## config.mk

```make
export PLATFORM = sky130hd
export DESIGN_NAME = regfile_mp
export DESIGN_NICKNAME = d
export VERILOG_FILES = /design/src/rtl/regfile_mp.sv
export SDC_FILE = /design/constraint.sdc
export NUM_CORES = 2
export LEC_CHECK = 0
export ABC_CLOCK_PERIOD_IN_PS = 2000
export BUFFER_PORTS_ARGS = -buffer_cell sky130_fd_sc_hd__buf_2
export CORE_ASPECT_RATIO = 1.5
export CORE_MARGIN = 3
export CORE_UTILIZATION = 60
export CTS_CLUSTER_DIAMETER = 30
export DETAILED_ROUTE_END_ITERATION = 8
export PLACE_DENSITY = 0.74
export RECOVER_POWER = 50
export REMOVE_ABC_BUFFERS = 1
export SLEW_MARGIN = 20
export SYNTH_ARGS = -nofsm -noshare
export SYNTH_HDL_FRONTEND = slang
export SYNTH_SLANG_ARGS = --single-unit
```

## constraint.sdc

```tcl
create_clock -name clk -period 2 [get_ports clk]
set_input_delay 0 -clock clk [delete_from_list [all_inputs] [get_ports clk]]
set_output_delay 0 -clock clk [all_outputs]
set_load 0.1 [all_outputs]
```

## src/rtl/regfile_mp.sv

```systemverilog
// Multi-port general register file: one write port and NUM_RD read ports.
// Register 0 can be hardwired to zero, and a write can be forwarded to reads in the same cycle.
module regfile_mp #(
  parameter int DATA_W  = 32,
  parameter int ADDR_W  = 5,
  parameter int NUM_RD  = 3,
  parameter int ZERO_R0 = 1,
  parameter int BYPASS  = 1,
  parameter int REG_RD  = 0
) (
  input  logic                     clk,
  input  logic                     reset_n,
  input  logic                     we,
  input  logic [ADDR_W-1:0]        wa,
  input  logic [DATA_W-1:0]        wd,
  input  logic [NUM_RD*ADDR_W-1:0] ra,
  output logic [NUM_RD*DATA_W-1:0] rd
);

  localparam int DEPTH = 2 ** ADDR_W;

  generate
    if (NUM_RD < 1 || ADDR_W < 1) begin : g_param_check
      $error("regfile_mp: NUM_RD and ADDR_W must both be at least 1");
    end
  endgenerate

  logic [DATA_W-1:0] mem_reg [DEPTH];
  logic              wr_en;

  // Writes to register 0 are dropped when it is hardwired, so its flop never leaves zero.
  assign wr_en = we && !((ZERO_R0 != 0) && (wa == '0));

  always_ff @(posedge clk or negedge reset_n) begin
    if (!reset_n) begin
      for (int i = 0; i < DEPTH; i++) begin
        mem_reg[i] <= '0;
      end
    end else if (wr_en) begin
      mem_reg[wa] <= wd;
    end
  end

  genvar gi;
  generate
    for (gi = 0; gi < NUM_RD; gi++) begin : g_rd
      logic [ADDR_W-1:0] ra_i;
      logic [DATA_W-1:0] raw;

      assign ra_i = ra[gi*ADDR_W +: ADDR_W];

      // The zero-register rule is applied last, so it overrides the bypass path.
      always_comb begin
        raw = mem_reg[ra_i];
        if ((BYPASS != 0) && we && (wa == ra_i)) begin
          raw = wd;
        end
        if ((ZERO_R0 != 0) && (ra_i == '0)) begin
          raw = '0;
        end
      end

      if (REG_RD != 0) begin : g_reg_out
        logic [DATA_W-1:0] rd_reg;

        always_ff @(posedge clk or negedge reset_n) begin
          if (!reset_n) begin
            rd_reg <= '0;
          end else begin
            rd_reg <= raw;
          end
        end

        assign rd[gi*DATA_W +: DATA_W] = rd_reg;
      end else begin : g_comb_out
        assign rd[gi*DATA_W +: DATA_W] = raw;
      end
    end
  endgenerate

endmodule
```

==> flow_results.org <==
** Outcome
- The flow ran to the end, but the final reports show violations.
- Failing checks :: setup timing

** Critical path
- Slowest cell on crit path :: mux4_2
- Max FO, Critical Path :: 2
- Critical path startpoint category :: register
- Critical Path AT :: 2840 ps
- Sort of element at the end of the critical path :: primary output
- Path depth of the worst reg2reg path :: 4
- The critical path is of the register to primary output type.
- Crit-path max cell delay :: 480 ps
- Chain of cells forming the critical path :: mux4_2 -> mux2_4 -> o2111ai_2 -> nand4_1 -> o211a_1 -> buf_12
- STA puts the critical path data required time at 2000 ps.

** Clock network
- Clock tree from TritonCTS :: yes
- The clock passes through at most 3 buffers.
- Inserted Clock Buffers :: 156
- Clock insertion delay at the later pin of the skew report :: 790 ps
- For this design, the sink count on the clock tree is 1024.
- Clock-pin slew was measured on the worst setup and hold paths at 60 ps.
- In this run the number of H-tree levels came out at 4.
- Clock tree synthesis selected as its root buffer the cell clkbuf_16.

** Place
- The count of buffers added on input and output ports is 150.
- At the end of routability-driven placement, the weighted congestion stood at 0.9674.
- Setup Slack @ Placement :: -680.9 ps
- The wire-length estimate of the detail-placed layout is 161900 um.

** Yosys
- Flops & latches, synth :: 1024
- Synthesis produced a netlist whose cell count is 4651.
- Main flop type after synthesis :: dfrtp_1
- For this run, asynchronously set or reset flops after synthesis account for 100.0%.
- During synthesis, Yosys emitted a total of 0 warnings.
- In the post-synthesis netlist, the cell with the most instances is mux2_2.
- After synthesis, the most frequently instantiated cells are 1102 x mux2_2, 1024 x dfrtp_1, 557 x mux4_2.
- Netlist area before placement :: 63420 um2
- Top cell type by total area after synthesis :: dfrtp_1
- Post-synth top area share :: 40.40%
- Synth area leaders :: dfrtp_1 40%, mux4_2 20%, mux2_2 20%, mux2i_1 5.3%, clkbuf_1 1.8%
- Unique cell type count in the Yosys netlist :: 62
- In this run the mean area of a mapped cell was 13.64 um2.
- Number of flops mapped to enable cells by yosys :: 0
- Share of synthesized area occupied by flip-flops and latches :: 40.40%

** STA
- In this run the tightest slew margin relative to its limit is 6.584%.
- Transition time at the pin with the least slew margin :: 1401 ps
- Setup repair after global routing could not meet its margin everywhere.
- After layout, the worst path uses 141.8% of the clock period.
- The max-slew violation count came to 0.
- Final clock skew :: 0 ps
- Setup WS post-layout :: -836.8 ps
- Tmin final :: 2837 ps
- Number of hold violations in the final report :: 0
- Final setup violating endpoints :: 182
- Sum Neg Setup Slack :: -57770 ps
- Derived from the worst setup path, the maximum achievable clock frequency is 352.5 MHz.

** Floorplan
- Standard-cell rows :: 145
- The floorplan step set the die width to 271.5 um.
- 151 I/O pins were placed.
- The initial utilization of the core area, before any placement, comes to 60.69%.
- Total die area :: 109700 um2
- Measured along the y axis, the die boundary spans 404.2 um.
- Core Box Area :: 104500 um2

** GRT
- In the global route stage, overall resource usage came out at 47.41%.
- The number of antenna violations at the first check in global routing came to 9.
- Entering global routing, the biggest net connects 88 pins.
- GR Overflow Total :: 0
- Vias in the first global route :: 54998
- The first global-routing pass estimated 374900 um of wire.

** Routing
- In the routed design, unresolved DRC markers number 0.
- Before antenna repair, the detailed router went through 8 iterations.
- Summing over every cut layer, the via total after detailed routing is 53050.
- The detailed router finished its first iteration with 8112 violations.
- Detailed Route WL :: 261300 um
- Using the TritonRoute via totals, the vias-per-cell ratio works out to 7.819.
- Number of nets with antenna violations after detailed routing :: 0
- Wirelength per Cell :: 38.51 um

** Job
- Count of max-cap constraint violations :: 0

** Finish
- Nets :: 5302
- The post-route netlist has 60.72% of its cells at a drive strength greater than 1.
- Area grow syn2layout :: 27.17%
- Number of flip-flops under the largest register name :: 1024

** Power and ir drop
- Maximum ir drop on the vdd rail :: 766.7 uV
- Power spread over the standard cell area amounts to 1002 nW/um2.
- Leakage power summed over all cells :: 34.96 nW

** Worst hold path
- The worst hold path passes through 5 cells.
- Worst hold-check path type :: input port to register
## cell type report
class                           count  area, um2
Timing Repair Buffer              994      10490
Inverter                            5      18.77
Clock inverter                     91       1116
Tap cell                         1396       1747
Sequential cell                  1024      25630
Fill cell                        5903      23850
Multi-Input combinational cell   3066      37280
Antenna cell                        9      22.52
Clock buffer                      200       4352
## placed cells by master (no fill, tap or decap), types with 16 or more instances in the layout
cell           instances
nor3_1                24
nor3_2                27
a221oi_1              16
clkinv_2              23
nor4_2                19
a22o_1                25
o22ai_2               38
o21ai_0               43
a22oi_1               67
buf_2                 43
mux4_2               557
nand2_1               93
o221ai_1              37
buf_4                546
buf_12               238
a21oi_1               55
dlygate4sd3_1         34
buf_6                 54
clkbuf_16            158
mux2i_1              321
nor4_1                22
a22oi_2               66
clkbuf_2              42
o22ai_1              112
a21oi_2               24
a221o_1               23
clkbuf_8              26
clkbuf_1              36
dfrtp_1             1023
mux2_2              1096
a211oi_2              47
nor2_1                81
a32o_2                33
## stage by stage
stage               power, mW  instances  hold WS, ps  cell area [um2]  util, %
floorplan               40.77       4095       -295.6            60800        -
finish                  80.83       6785        70.07            80650    77.18
global placement        48.78       6350       -30.87            72810    69.68
detailed placement      49.66       6350       -27.83            72810    69.68
global route            82.96       6777        68.23            80630    77.16
CTS                     79.39       6742        30.93            80580    77.11
## what timing repair did
action,CTS,global route
gates resized for setup,326,143
setup endpoints to repair,96,96
buffers inserted,93,43
endpoints found under the hold margin,2015,0
hold buffers,35,0
gates cloned,0,0
pin swaps,216,121
## report_power, final
group          internal (mW)  switching [mW]
Combinational           12.5            11.3
Sequential              24.7            3.88
Clock                   17.6            10.9
Total                   54.7            26.1
## routing by layer
metal | global-route usage, % | vias to the layer above | wire [um]
li1 | - | 19692 | -
met1 | 56.98 | 26588 | 82700
met2 | 67.24 | 4949 | 110600
met3 | 18.42 | 1815 | 39060
met4 | 39.70 | 6 | 28740
met5 | 0 | - | 130
## worst max-delay path, delay by kind of cell (launching register included)
kind,cells,cell delay [ps]
mux,2,790
compound gates,2,420
flops,1,390
simple gates,1,260
buf+inv,1,180
## final timing paths
kind	start	endpoint	slack, ps
setup / recovery	mem_reg[264]$_DFFE_PN0P_	rd[8]	-840
hold / removal	we	mem_reg[982]$_DFFE_PN0P_	70
setup reg to reg	mem_reg[264]$_DFFE_PN0P_	mem_reg[264]$_DFFE_PN0P_	870
hold reg to reg	mem_reg[1013]$_DFFE_PN0P_	mem_reg[1013]$_DFFE_PN0P_	410
max in group asynchronous	reset_n	mem_reg[681]$_DFFE_PN0P_	-30
min in group asynchronous	reset_n	mem_reg[550]$_DFFE_PN0P_	930
## cells by family after synthesis
kind of cell,count (synthesis),share of synthesized area [%]
AND/OR/NAND/NOR,386,2.973
AO/OA/AOI/OAI,669,7.595
XOR/XNOR,15,0.2071
flip-flops,1024,40.40
multiplexers,1996,44.66
buffers and inverters,561,4.159
Power figures use the tool's default switching activity.
